$ cat src/rtl/td4_pkg.sv
// Shared TD4 definitions: run-controller states, program memory geometry and opcodes.
// Used by the run controller, the CPU and the testbench.
package td4_pkg;

   typedef enum logic [1:0] {
      ST_IDLE = 2'd0,
      ST_LOAD = 2'd1,
      ST_RUN  = 2'd2,
      ST_HALT = 2'd3
   } run_state_t;

   localparam int PROG_DEPTH = 16;
   localparam int INSN_W     = 8;
   localparam int ADDR_W     = 4;

   // Upper nibble of an instruction; the lower nibble is the immediate.
   localparam logic [3:0] OP_ADD_A  = 4'h0;
   localparam logic [3:0] OP_MOV_AB = 4'h1;
   localparam logic [3:0] OP_IN_A   = 4'h2;
   localparam logic [3:0] OP_MOV_A  = 4'h3;
   localparam logic [3:0] OP_MOV_BA = 4'h4;
   localparam logic [3:0] OP_ADD_B  = 4'h5;
   localparam logic [3:0] OP_IN_B   = 4'h6;
   localparam logic [3:0] OP_MOV_B  = 4'h7;
   localparam logic [3:0] OP_OUT_B  = 4'h9;
   localparam logic [3:0] OP_OUT    = 4'hB;
   localparam logic [3:0] OP_JNC    = 4'hE;
   localparam logic [3:0] OP_JMP    = 4'hF;

   function automatic logic [INSN_W-1:0] td4_insn(input logic [3:0] op, input logic [3:0] imm);
      return {op, imm};
   endfunction

endpackage

$ cat src/rtl/td4_prog_mem.sv
// 16x8 program register file: synchronous write, asynchronous read, cleared by reset.
// Write lands on the accepting edge; read is same-cycle combinational.
module td4_prog_mem
   import td4_pkg::*;
(
   input  logic              clk,
   input  logic              n_reset,
   input  logic              wr_en,
   input  logic [ADDR_W-1:0] wr_addr,
   input  logic [INSN_W-1:0] wr_data,
   input  logic [ADDR_W-1:0] rd_addr,
   output logic [INSN_W-1:0] rd_data
);

   logic [PROG_DEPTH-1:0][INSN_W-1:0] mem_q, mem_d;

   always_comb begin
      mem_d = mem_q;
      if (wr_en) begin
         mem_d[wr_addr] = wr_data;
      end
   end

   always_ff @(posedge clk) begin
      if (!n_reset) begin
         mem_q <= '0;
      end else begin
         mem_q <= mem_d;
      end
   end

   assign rd_data = mem_q[rd_addr];

endmodule

$ cat src/rtl/td4_run_ctrl.sv
// TD4 run controller: loads a 16-byte program (valid/ready, always ready in LOAD), then runs the CPU
// for run_limit cycles (0 = until halt_req); led freezes one cycle after HALT entry.
module td4_run_ctrl
   import td4_pkg::*;
#(
   parameter int LIMIT_W = 16
) (
   input  logic               clk,
   input  logic               n_reset,
   input  logic               load_start,
   input  logic               run_start,
   input  logic               halt_req,
   input  logic [LIMIT_W-1:0] run_limit,
   input  logic               wr_valid,
   input  logic [7:0]         wr_data,
   output logic               wr_ready,
   output logic               cpu_n_reset,
   input  logic [3:0]         cpu_addr,
   output logic [7:0]         cpu_data,
   input  logic [3:0]         cpu_led,
   output logic [3:0]         led,
   output logic               busy,
   output logic               done
);

   run_state_t         state_q, state_d;
   logic [ADDR_W-1:0]  wptr_q, wptr_d;
   logic [LIMIT_W-1:0] cnt_q, cnt_d;
   logic [LIMIT_W-1:0] limit_q, limit_d;
   logic [3:0]         led_q, led_d;
   logic               was_run_q, was_run_d;
   logic               wr_fire;
   logic               limit_hit;

   assign wr_fire   = (state_q == ST_LOAD) && wr_valid;
   assign limit_hit = (limit_q != '0) && (cnt_q == limit_q - 1'b1);

   always_comb begin
      state_d   = state_q;
      wptr_d    = wptr_q;
      cnt_d     = cnt_q;
      limit_d   = limit_q;
      was_run_d = (state_q == ST_RUN);
      case (state_q)
         ST_IDLE, ST_HALT: begin
            if (load_start) begin
               state_d = ST_LOAD;
               wptr_d  = '0;
            end else if (run_start) begin
               state_d = ST_RUN;
               limit_d = run_limit;
               cnt_d   = '0;
            end
         end
         ST_LOAD: begin
            if (load_start) begin
               wptr_d = '0;
            end else if (wr_valid) begin
               if (wptr_q == ADDR_W'(PROG_DEPTH - 1)) begin
                  state_d = ST_IDLE;
                  wptr_d  = '0;
               end else begin
                  wptr_d = wptr_q + 1'b1;
               end
            end
         end
         ST_RUN: begin
            if (cnt_q != '1) begin
               cnt_d = cnt_q + 1'b1;
            end
            if (load_start) begin
               state_d = ST_LOAD;
               wptr_d  = '0;
            end else if (halt_req || limit_hit) begin
               state_d = ST_HALT;
            end
         end
         default: state_d = ST_IDLE;
      endcase
   end

   // A stale capture in the first LOAD cycle after an abort would undo the clear.
   always_comb begin
      led_d = led_q;
      if (state_d == ST_LOAD && state_q != ST_LOAD) begin
         led_d = '0;
      end else if (was_run_q && state_q != ST_LOAD) begin
         led_d = cpu_led;
      end
   end

   always_ff @(posedge clk) begin
      if (!n_reset) begin
         state_q   <= ST_IDLE;
         wptr_q    <= '0;
         cnt_q     <= '0;
         limit_q   <= '0;
         led_q     <= '0;
         was_run_q <= 1'b0;
      end else begin
         state_q   <= state_d;
         wptr_q    <= wptr_d;
         cnt_q     <= cnt_d;
         limit_q   <= limit_d;
         led_q     <= led_d;
         was_run_q <= was_run_d;
      end
   end

   td4_prog_mem u_mem (
      .clk     (clk),
      .n_reset (n_reset),
      .wr_en   (wr_fire),
      .wr_addr (wptr_q),
      .wr_data (wr_data),
      .rd_addr (cpu_addr),
      .rd_data (cpu_data)
   );

   assign wr_ready    = (state_q == ST_LOAD);
   assign cpu_n_reset = (state_q == ST_RUN);
   assign busy        = (state_q == ST_LOAD) || (state_q == ST_RUN);
   assign done        = (state_q == ST_HALT);
   assign led         = led_q;

endmodule

$ cat config.mk
export PLATFORM = sky130hd
export DESIGN_NAME = td4_run_ctrl
export DESIGN_NICKNAME = d
export VERILOG_FILES = /design/src/rtl/td4_pkg.sv /design/src/rtl/td4_prog_mem.sv /design/src/rtl/td4_run_ctrl.sv
export SDC_FILE = /design/constraint.sdc
export NUM_CORES = 1
export LEC_CHECK = 0
export BUFFER_PORTS_ARGS = -buffer_cell sky130_fd_sc_hd__buf_2
export CELL_PAD_IN_SITES_DETAIL_PLACEMENT = 1
export CELL_PAD_IN_SITES_GLOBAL_PLACEMENT = 1
export CORE_MARGIN = 8
export CORE_UTILIZATION = 48
export CTS_BUF_LIST = sky130_fd_sc_hd__clkbuf_4 sky130_fd_sc_hd__clkbuf_8 sky130_fd_sc_hd__clkbuf_16
export CTS_CLUSTER_SIZE = 8
export DETAILED_ROUTE_END_ITERATION = 6
export MAX_ROUTING_LAYER = met4
export PLACE_DENSITY_LB_ADDON = 0.1
export SYNTH_ARGS = -nofsm -noshare
export SYNTH_HDL_FRONTEND = slang
export SYNTH_SLANG_ARGS = --single-unit
$ cat constraint.sdc
create_clock -name clk -period 2.69 [get_ports clk]
set_input_delay 0.1345 -clock clk [delete_from_list [all_inputs] [get_ports clk]]
set_output_delay 0.1345 -clock clk [all_outputs]
set_load 0.02 [all_outputs]
; Yosys cells after proc, flatten, opt, wreduce, memory -nomap -nowiden
; Index checks and enable logic that the tools add are counted.
[word_totals]
register_bits = 171
inputBits = 38
output_inout_bits = 16
elab_cells = 81
[classes]
addsub = 3
magnitude_cmp = 3
eq_ne = 13
mux = 22
n_bitwise = 2
reduce_logical = 16
[ops]
columns = op, n
row1 = $bwmux W128, 1
row2 = $mux W16, 3
row3 = $bmux W8 S4, 1
row4 = $demux W8 S4, 1
row5 = $pmux W16 S2, 1
row6 = $add A16 B1 Y16 const B, 1
row7 = $eq A16 B16 Y1, 1
row8 = $mux W4, 4
row9 = $mux W8, 2
row10 = $ne A16 B16 Y1 const B, 1
row11 = $reduce_bool A16 Y1, 1
row12 = $sub A16 B1 Y16 const B, 1
row13 = $mux W2, 7
row14 = $lt A4 B5 Y1 const B, 2
row15 = $pmux W4 S2, 1
row16 = $ne A2 B1 Y1 const B, 3
row17 = $pmux W2 S3, 1
row18 = $logic_and A1 B1 Y1, 5
row19 = $add A4 B1 Y4 const B, 1
row20 = $eq A2 B1 Y1 const B, 2
row21 = $eq A2 B2 Y1 const B, 2
row22 = $eq A4 B4 Y1 const B, 1
row23 = $ge A4 B1 Y1 const B, 1
row24 = $ne A2 B2 Y1 const B, 2
row25 = other kinds (10), 13

; Depth between registers and ports, before layout
[depth]
depth_word = 10
depth_mapped = 10
depth_no_buf = 9

; Cells and area by module
; Synthesis repeated with hierarchy kept, for this count alone.
[unflattened]
cells_unflattened = 1005
area_unflattened_um2 = 9044.9
[modules_own_cells]
columns = module, n_inst, cells_each, area_per_inst_um2
row1 = td4_prog_mem, 1, 690, 6496.2
row2 = td4_run_ctrl, 1, 315, 2548.7

; Worst setup path after synthesis
; Ideal clock, no wire load.
[synth_path]
path_kind = register to register
startpoint = register limit_q[0]
endpoint = register led_q[0], in the netlist led[0]
setup_ns = 0.131
t_arrival_ns = 2.232
required_time_ns = 2.559
setup_slack_ns = 0.327
stages_incl_launch_ff = 10
path_buffers = 0
synth_period_minus_slack_ns = 2.363
cell_sequence = dfxtp_1 > inv_1 > ha_1 > nor3b_2 > a21oi_1 > or4_1 > nor4_1 > nand4_1 > o41ai_4 > o22ai_1
[synth_via]
elab_chain_cells = 10
elab_cells_between_ends = 11
cone_classes = add/sub: 1 / eq/ne: 2 / mux: 3 / reduce/logical: 5
[synth_lines]
columns = item, line_no
row1 = start: declaration, td4_run_ctrl.sv:29  ; logic [LIMIT_W-1:0] limit_q, limit_d;
row2 = start signal: assignment, td4_run_ctrl.sv:104  ; limit_q <= limit_d;
row3 = $sub A16 B1 Y16, td4_run_ctrl.sv:36  ; assign limit_hit = (limit_q != '0) && (cnt_q == limit_q - 1'b1);
row4 = $eq A16 B16 Y1, td4_run_ctrl.sv:36
row5 = $logic_and A1 B1 Y1 (*), td4_run_ctrl.sv:36
row6 = $logic_or A1 B1 Y1 (*), td4_run_ctrl.sv:74  ; end else if (halt_req || limit_hit) begin
row7 = $mux W2 (*), td4_run_ctrl.sv:74
row8 = $mux W2 (*), td4_run_ctrl.sv:71  ; if (load_start) begin
row9 = $pmux W2 S3 (*), td4_run_ctrl.sv:44  ; case (state_q)
row10 = $eq A2 B1 Y1 (*), td4_run_ctrl.sv:85  ; if (state_d == ST_LOAD && state_q != ST_LOAD) begin
row11 = $logic_and A1 B1 Y1 (*), td4_run_ctrl.sv:85
row12 = $reduce_or A2 Y1 (no line) (*), -
row13 = end signal: assignment, td4_run_ctrl.sv:105  ; led_q <= led_d;
row14 = end: declaration, td4_run_ctrl.sv:30  ; logic [3:0] led_q, led_d;
; Every way passes the cells marked *; elsewhere a longest branch is shown, timed or not.
; A chain may end at the register's enable or synchronous reset.

; Worst setup path in the final report
[layout_path]
startpoint = register limit_q[1]
endpoint = register led_q[1], in the netlist led[1]
; Same word-level chain as after synthesis.

==> qor.yml <==
required_ns: 3.00
synthArstFlopShare_pct: 0
portBuffers: 53
die_w_um: 148
ys_ff_latch: 171
tightest_slew_ns: 1.12
layout_commonest_cell: "dfxtp_1"
peakVddDrop_uv: 518
diodes: 0
grt_pass1_vias: 6569
place_congestion: 0.841
antenna_found_initial: 0
path_class: "reg -> reg"
period_minus_slack_ns: 2.62
dr.pass1.iters: 4
viasPerCell: 5.43
grt_pass1_wl_um: 35000
clk_latency_ns: 0.43
grt_max_degree: 144
rows: 48
finalPower_mw: 5.42
synthesis.area_um2: 8340
start_util_pct: 48.6
cp_max_fo: 4
wl_met1_um: 10400
power_leakage_nw: 3.47
critPathLaunchType: "flip-flop"
root_buffer: "clkbuf_16"
drive_above_1_share_pct: 20.9
cts_buffer_depth: 2
wl_per_cell_um: 19.4
die_y_um: 148
synth_nets: 832
placed_cells: 1049
antenna_left: 0
route.met3.wl_um: 390
final_cell_mix: "170 x dfxtp_1, 129 x mux2i_1, 129 x nor2b_1"
crit_path_end_kind: "flip-flop"
slew_headroom_pct: 25.2
yosysWarningCount: 0
r2r_cells: 9
cp.arrival_ns: 2.93
synth_edf_count: 0
initialDrtViolationCount: 308
cts_buffers: 17
cp-endpoint: "led[1]"
drt-total-wl_um: 21200
power_density_nw_per_um2: 559
period_share_pct: 97.5
hold_viol: 0
yosysUniqueCellTypes: 57
fillers: 1900
cts_tree: "yes"
setup_viol: 0
reg2reg_slack_ns: 0.07
ioPinCount: 54
core_region_area_um2: 17200
track_usage_pct: 20.7
slew_violations: 0
status: "finished clean"
nNetsFinal: 906
min_path_type: "in -> reg"
cts.sinks: 171
reg2reg_from: "limit_q[1]"
die_area_um2: 21900
num_vias: 5957
topRoutingLayerUsed: "met4"
skew_ns: 0.00965
hpwl_um: 15000
r2r_end: "led[1]"
clk_pin_slew_worst_paths_ns: 0.07
startpoint: "limit_q[1]"
syn2layout_area_growth_pct: 16.2
synth_ff_type: "dfxtp_1"
fin_cells: 1097
drv_cap: 0
grt_overflow_total: 0
drc: 0
synthCells: 785
h-tree-depth: 4
synth_area_per_cell_um2: 10.6
seq_area_frac_synth_pct: 41.0
post-route-util_pct: 56.4
wl_met2_um: 10200
fmax_mhz: 381
cell type report:
cell class	instances	area, µm²	area share, %
repair buffers	98	668	6.89
clock buffers	17	425	4.39
multi-input cells	557	4710	48.5
well taps	225	282	2.90
flip-flops and latches	171	3420	35.3
clock inverters	15	138	1.42
inverters	14	52.6	0.542
kinds of logic (layout without fill, tap and decap cells):
| logic type | Yosys count | in the layout | synth area share (%) |
|---|---|---|---|
| buf+inv | 57 | 144 | 2.92 |
| compound gates | 54 | 54 | 4.71 |
| flops | 171 | 171 | 41.0 |
| fa+ha+maj | 9 | 9 | 1.35 |
| xor+xnor | 39 | 39 | 4.32 |
| simple gates | 282 | 282 | 18.9 |
| mux | 173 | 173 | 26.8 |
through the flow:
stage	hold WS, ns	cell area [µm²]	TNS [ns]	worst slack, ns
2_1_floorplan	0.279	8340	0	0.327
3_3_place_gp	0.383	8950	0	0.177
3_5_place_dp	0.402	8950	0	0.0561
4_1_cts	0.00227	9660	0	0.0509
5_1_grt	0.00331	9700	-0.149	-0.0452
6_report	0.00121	9700	0	0.0670
critical path: stages, from the launching register on:
cell and delay (ns):
dfxtp_2 0.37, inv_1 0.06, ha_2 0.26, xnor2_1 0.13, or4_1 0.53, nor4_2 0.31
nand4_1 0.13, buf_4 0.18, o41ai_4 0.38, o22ai_1 0.15
cell usage after synthesis (2+ instances only):
master	number	area share, %
nor3b_1	2	0.18
nor3_1	4	0.24
a31oi_1	2	0.15
o2bb2ai_1	2	0.21
mux2i_1	129	15
a21boi_1	2	0.18
mux4_2	40	11
ha_1	9	1.3
or4_1	2	0.18
nor2_1	30	1.3
and3_2	2	0.18
nand4_1	9	0.67
nor2b_1	129	9.7
a21oi_1	10	0.60
buf_1	2	0.090
and4_1	2	0.21
clkbuf_1	33	1.5
nor2_2	8	0.60
and3_1	4	0.30
buf_2	5	0.30
o21bai_1	2	0.18
nand2b_1	4	0.30
dfxtp_1	171	41
o22ai_1	5	0.37
a21boi_0	16	1.4
inv_1	12	0.54
xor2_1	14	1.5
nand2_1	60	2.7
o21ai_0	4	0.24
nor4_2	2	0.30
nand4b_1	2	0.21
o41ai_1	2	0.21
xnor2_1	24	2.5
nand3_1	14	0.84
inv_2	2	0.090
mux2_2	4	0.54
flip-flops by register name, summed over array words and instances, names as in the netlist:
signal,count
u_mem.mem_q,128
cnt_q,16
limit_q,16
led,4
wptr_q,4
state_q,2
was_run_q,1
routing by layer:
metal / vias to the layer above / track usage [%]
li1: 2882 / -
met1: 3008 / 26.7
met2: 53 / 33.4
met3: 14 / 3.64
met4: 0 / 4.33
met5: - / -
repair_timing:
item                                    in CTS  in global routing
gates resized for setup                      0                  5
setup buffers                                0                  1
hold buffers                                15                  0
endpoints found under the hold margin       15                  0
endpoints found under the setup margin       0                  4
worst min path at each step:
stage / startpoint / to / cells after the start
final: run_limit[5] / limit_q[5] / 3
after global placement: run_limit[7] / limit_q[7] / 3
after CTS: run_limit[5] / limit_q[5] / 3
after floorplan: run_limit[10] / limit_q[10] / 2
after detailed placement: run_limit[2] / limit_q[2] / 3
after global routing: run_limit[5] / limit_q[5] / 3
where the power goes:
group | leakage (nW) | total, mW | switching, mW | internal [mW]
combinational | 1.83 | 0.485 | 0.262 | 0.223
clock | 0.260 | 2.36 | 1.14 | 1.22
sequential | 1.38 | 2.58 | 0.0261 | 2.55
(Power assumes the default switching activity.)
